**config.mk**
```make
export PLATFORM = sky130hd
export DESIGN_NAME = window_reader
export DESIGN_NICKNAME = d
export VERILOG_FILES = /design/src/rtl/window_reader.sv
export SDC_FILE = /design/constraint.sdc
export NUM_CORES = 1
export LEC_CHECK = 0
export CAP_MARGIN = 10
export CORE_MARGIN = 2
export CORE_UTILIZATION = 45
export CTS_BUF_LIST = sky130_fd_sc_hd__clkbuf_16
export CTS_CLUSTER_DIAMETER = 40
export DETAILED_ROUTE_END_ITERATION = 7
export PLACE_DENSITY = 0.72
export SYNTH_ARGS = -nofsm -noshare
export SYNTH_HDL_FRONTEND = slang
export SYNTH_SLANG_ARGS = --single-unit
```
**constraint.sdc**
```tcl
create_clock -name clk -period 8.2 [get_ports clk]
set_input_delay 1.64 -clock clk [delete_from_list [all_inputs] [get_ports clk]]
set_output_delay 1.64 -clock clk [all_outputs]
set_load 0.005 [all_outputs]
```
**src/rtl/window_reader.sv**
```systemverilog
// Circular capture buffer holding the latest DEPTH samples; on an accepted trigger
// the frozen window is replayed oldest-first over a valid/ready port.
module window_reader #(
    parameter int DEPTH = 20,
    parameter int WIDTH = 24
) (
    input  logic             clk,
    input  logic             rst,
    input  logic             in_valid,
    input  logic [WIDTH-1:0] in_data,
    input  logic             trig,
    output logic             out_valid,
    input  logic             out_ready,
    output logic [WIDTH-1:0] out_data,
    output logic             out_last,
    output logic             busy
);

    localparam int PW = (DEPTH > 1) ? $clog2(DEPTH) : 1;
    localparam int CW = $clog2(DEPTH + 1);
    localparam logic [PW-1:0] LAST_IDX = PW'(DEPTH - 1);
    localparam logic [CW-1:0] FULL     = CW'(DEPTH);

    typedef enum logic {FILL, READ} state_t;

    state_t           state, state_n;
    logic [WIDTH-1:0] mem [DEPTH];
    logic [PW-1:0]    wr_ptr, rd_ptr, remaining;
    logic [PW-1:0]    rd_start, rd_next;
    logic [CW-1:0]    cnt;
    logic             accept, xfer, wr_en;

    function automatic logic [PW-1:0] incr(input logic [PW-1:0] p);
        return (p == LAST_IDX) ? '0 : p + 1'b1;
    endfunction

    assign xfer     = out_valid && out_ready;
    assign wr_en    = (state == FILL) && in_valid;
    assign busy     = (state == READ);
    assign out_last = out_valid && (remaining == '0);

    always_comb begin
        state_n = state;
        accept  = 1'b0;
        // A same-cycle write displaces the oldest entry, so the window starts one further on
        rd_start = in_valid ? incr(wr_ptr) : wr_ptr;
        rd_next  = incr(rd_ptr);
        case (state)
            FILL: begin
                if (trig && (cnt == FULL)) begin
                    accept  = 1'b1;
                    state_n = READ;
                end
            end
            READ: begin
                if (xfer && (remaining == '0)) state_n = FILL;
            end
            default: state_n = FILL;
        endcase
    end

    always_ff @(posedge clk or posedge rst) begin
        if (rst) state <= FILL;
        else     state <= state_n;
    end

    // Sample storage is deliberately unreset; cnt keeps stale entries from being read
    always_ff @(posedge clk) begin
        if (wr_en) mem[wr_ptr] <= in_data;
    end

    always_ff @(posedge clk or posedge rst) begin
        if (rst) begin
            wr_ptr    <= '0;
            rd_ptr    <= '0;
            cnt       <= '0;
            remaining <= '0;
            out_valid <= 1'b0;
            out_data  <= '0;
        end else begin
            if (wr_en) begin
                wr_ptr <= incr(wr_ptr);
                if (cnt != FULL) cnt <= cnt + 1'b1;
            end
            if (accept) begin
                rd_ptr    <= rd_start;
                out_data  <= (wr_en && (rd_start == wr_ptr)) ? in_data : mem[rd_start];
                out_valid <= 1'b1;
                remaining <= LAST_IDX;
            end else if (busy && xfer) begin
                if (remaining != '0) begin
                    rd_ptr    <= rd_next;
                    out_data  <= mem[rd_next];
                    remaining <= remaining - 1'b1;
                end else begin
                    out_valid <= 1'b0;
                    cnt       <= '0;
                end
            end
        end
    end

endmodule

```
-- After elaboration in Yosys (flattened, before gate mapping)
Memory sizes are Yosys's and may differ from the RTL's.
Index checks and enable logic that the tools add are counted.
- flip-flop bits (word level): 46
- word-level logic and storage cells: 59
- memories: 1
- input bits: 29
- bits in writable memories: 480
- add/subtract/negate cells: 4
- bitwise operators: 1
- mux-type cells: 27
- equality and inequality tests: 6
- reduce and logical (&&, ||, !) cells: 13
- memories (memory ; words ; bits a word ; read ports ; clocked after memory_dff ; wr ports ; line ; RTL):
    mem ; 20 ; 24 ; 2 ; 0 ; 1 ; 27 ; logic [WIDTH-1:0] mem [DEPTH];
- operators with widths (cell ; number):
    $mux W24 ; 4
    $mux W5 ; 14
    $add A5 B1 Y5 const B ; 3
    $eq A5 B5 Y1 const B ; 3
    $mux W1 ; 8
    $logic_and A1 B1 Y1 ; 7
    $eq A5 B5 Y1 ; 1
    $logic_not A5 Y1 ; 1
    $ne A5 B5 Y1 const B ; 1
    $reduce_bool A5 Y1 ; 1
    $sub A5 B1 Y5 const B ; 1
    $reduce_and A2 Y1 ; 2
    $reduce_bool A2 Y1 ; 2
    $ne A2 B2 Y1 const B ; 1
    $pmux W1 S2 ; 1
    $not A1 Y1 ; 1

-- Depth between registers and ports, before layout
- depth after elaboration: 7
- gate-level depth with buffers: 12
- mapped depth without buffers: 9

-- Worst setup path before layout
Ideal clock, no wire load.
- path kind: input to register
- start point: input in_valid
- end point: memory mem[12][0] (enable)
- arrival time: 3835 ps
- slack: 3960 ps
- cell stages on the path: 7
- path buffers: 4
- cells stage by stage: buf_2 -> buf_2 -> nor2b_1 -> clkbuf_1 -> clkbuf_1 -> nand2_1 -> nor2_1
- word-level cells in the longest chain between the ends: 3
- RTL lines (element ; line ; RTL):
    from (decl) ; 9 ; input logic in_valid,
    $logic_and A1 B1 Y1 ; 38 ; assign wr_en = (state == FILL) && in_valid;
    $mux W1 ; 69 ; if (wr_en) mem[wr_ptr] <= in_data;
    $mux W1 (implied by the code) ; 69 ;
    to (decl) ; 27 ;
No other way between the ends.

-- Worst setup path after layout
- start point: input in_valid
- end point: memory mem[7][1] (enable)
Same word-level chain as after synthesis.

==> reports/qor.yml <==
clkSinkCount: 526
io_buffers: 55
synthCells: 2067
end_kind: "flop"
dp.cells: 2744
synthFlopType: "edfxtp_1"
crit_chain: "clkdlybuf4s50_1 > nor2b_1 > nand2_1 > nor2_4"
grt_pass1_wl_um: 121400
hold_buffers: 0
vias: 19430
synth_edf_count: 480
drt_iter0_drc: 2814
hp-class: "flop to flop"
track_usage_pct: 28.70
synth_cell_type_count: 73
grt_max_degree: 145
cp.required_ns: 8.42
dp_slack_ns: 2.649
final_nets: 2116
post_cts_resized: 0
final_util_pct: 52.83
finalSetupViolCount: 0
cpMaxStageDelayCell: "nor2_4"
async_reset_ff_share_pct: 8.745
status: "complete, no violations"
cts_tree: "done"
hpwlAfterDp_um: 46400
grt_remaining_overflow: 0
worst_ep_arrival_time_ns: 5.35
fp.dieW_um: 240.4
drive_gt1_share_pct: 13.35
drc_errors: 0
detail-route-antenna-nets: 0
area_delta_synth_final_pct: 15.95
place_congestion: 0.8629
max_stage_delay_ns: 1.09
first_pass_iters: 6
drv_cap: 0
stdcell_count: 2892
fin_ws_ns: 3.073
crit_fanout: 24
clkTransAtPathRegs_ns: 0.05
start_kind: "primary input"
initial_core_util_pct: 45.56
drt-total-wl_um: 82320
antenna_found_initial: 2
fin_skew_ns: 0.02760
final_common_cell: "edfxtp_1"
syn_nets: 2104
ys_seq_area_share_pct: 61.88
finalCriticalPeriod_ns: 5.127
max_freq_mhz: 195.1
layout_common_cells: "480 x edfxtp_1, 426 x nand2_1, 105 x a21oi_1, 86 x nand3_1, 81 x clkbuf_16"
ys.warnings.count: 0
ctsRootBufferMaster: "clkbuf_16"
cts_buffers: 81
hold_violations: 0
wire_per_inst_um: 28.47
clock_latency_ns: 0.64
cts_setup_buffers: 0
die_y_um: 240.4
leakagePower_nw: 9.862
cts-htree-levels: 3
syn_avg_cell_area_um2: 12.17
power_density_nw_per_um2: 402.0
clock_path_buffers: 3
grt_pass1_vias: 19640
core-area_um2: 55200
slew_violations: 0
slew_headroom_pct: 13.99
finalSetupTns_ns: 0
vdd_ir_drop_max_mv: 0.3687
fillCellCount: 4505
num_rows: 86
syn_area_um2: 25150
critPathKind: "primary input to flop"
boundaryPins: 56
rsz0062_at_grt: "no"
ys_ff_latch: 526
dieArea_um2: 57800
tightest_slew_ns: 1.287
via_per_inst: 6.717
period_share_pct: 62.52
-- metrics by stage --
step | power (W) | cell area [um^2] | hold WS (ns)
floorplan | 0.006443 | 25150 | 0.4841
global route | 0.01209 | 29160 | 0.5795
global placement | 0.008002 | 26410 | 0.5189
finish | 0.01172 | 29160 | 0.5549
CTS | 0.01156 | 29160 | 0.5575
detailed placement | 0.008100 | 26410 | 0.5429
-- cell families (layout without fill, tap and decap cells) --
| family | count (synthesis) | count (layout) | synth area share [%] |
|---|---|---|---|
| adder cells (fa/ha/maj) | 8 | 8 | 0.3980 |
| AO/OA/AOI/OAI | 487 | 487 | 13.15 |
| multiplexers | 129 | 129 | 8.223 |
| flip-flops | 526 | 526 | 61.88 |
| AND/OR/NAND/NOR | 737 | 737 | 12.80 |
| other | 0 | 1 | 0 |
| buffers and inverters | 170 | 246 | 3.194 |
| XOR/XNOR | 10 | 10 | 0.3482 |
-- worst max-delay path: cells and delay by family --
family | cells | cell delay [ns]
buffers and inverters | 1 | 1.08
AND/OR/NAND/NOR | 3 | 2.60
-- metal layers --
| layer | wire, um | track usage (%) | part of all wire (%) | vias up |
|---|---|---|---|---|
| met5 | 7 | 0 | 0.0085 | - |
| met2 | 37510 | 45.02 | 46 | 1493 |
| met3 | 10920 | 7.509 | 13 | 362 |
| met1 | 29200 | 36.21 | 35 | 9483 |
| li1 | - | - | - | 8086 |
| met4 | 4682 | 16.28 | 5.7 | 2 |
-- path summary, 6_finish.rpt --
check / from / to / slack (ns) / depth (start not counted)
setup / recovery: in_valid / mem[7][1]$_DFFE_PP_ / 3.07 / 4
hold / removal: remaining[4]$_DFFE_PP0P_ / remaining[4]$_DFFE_PP0P_ / 0.55 / 2
setup reg to reg: rd_ptr[0]$_DFFE_PP0P_ / out_data[13]$_DFFE_PP0P_ / 3.70 / 8
hold reg to reg: remaining[4]$_DFFE_PP0P_ / remaining[4]$_DFFE_PP0P_ / 0.55 / 2
max in group asynchronous: rst / rd_ptr[0]$_DFFE_PP0P_ / 5.88 / 3
min in group asynchronous: rst / out_data[9]$_DFFE_PP0P_ / 1.63 / 3
-- final cells by class --
class | instances | area [um^2] | share of cell area, %
Antenna cell | 1 | 2.502 | 0.008580
Clock buffer | 81 | 2027 | 6.950
Clock inverter | 66 | 721.9 | 2.475
Inverter | 9 | 33.78 | 0.1158
Multi-Input combinational cell | 1371 | 9036 | 30.98
Sequential cell | 526 | 15570 | 53.38
Tap cell | 748 | 935.9 | 3.209
Timing Repair Buffer | 90 | 838.3 | 2.874
-- flip-flops by register name, indices dropped and copies added, names as in the netlist --
| name | cells |
|---|---|
| wr_ptr | 5 |
| out_valid | 1 |
| busy | 1 |
| mem | 480 |
| cnt | 5 |
| remaining | 5 |
| out_data | 24 |
| rd_ptr | 5 |
-- report_power, final --
group / internal, W / switching [W] / leakage (nW) / total [W]
clock: 0.00208 / 0.00137 / 1.34 / 0.00345
sequential: 0.00311 / 0.000224 / 4.90 / 0.00333
combinational: 0.00156 / 0.00338 / 3.62 / 0.00494
-- synth_stat cells (13+ instances only) --
master / number / share of area [%]
o21ai_0: 66 / 1.3
a21oi_1: 107 / 2.1
o211ai_1: 15 / 0.45
dfrtp_1: 46 / 4.6
nor3_1: 39 / 0.78
clkbuf_1: 83 / 1.2
nand4_1: 21 / 0.52
buf_2: 50 / 0.99
a32oi_1: 18 / 0.63
o221ai_1: 27 / 0.94
nand3_1: 86 / 1.7
a31oi_1: 47 / 1.2
mux2i_1: 54 / 2.1
or3_1: 15 / 0.37
mux2_2: 17 / 0.76
a211oi_1: 18 / 0.54
mux4_2: 50 / 4.5
a211o_1: 13 / 0.45
a2111oi_0: 13 / 0.45
nor2_1: 90 / 1.3
a221oi_1: 15 / 0.52
nand2_1: 426 / 6.4
edfxtp_1: 480 / 57
o22ai_1: 65 / 1.6
No activity file was read; power rests on OpenSTA's default activity.
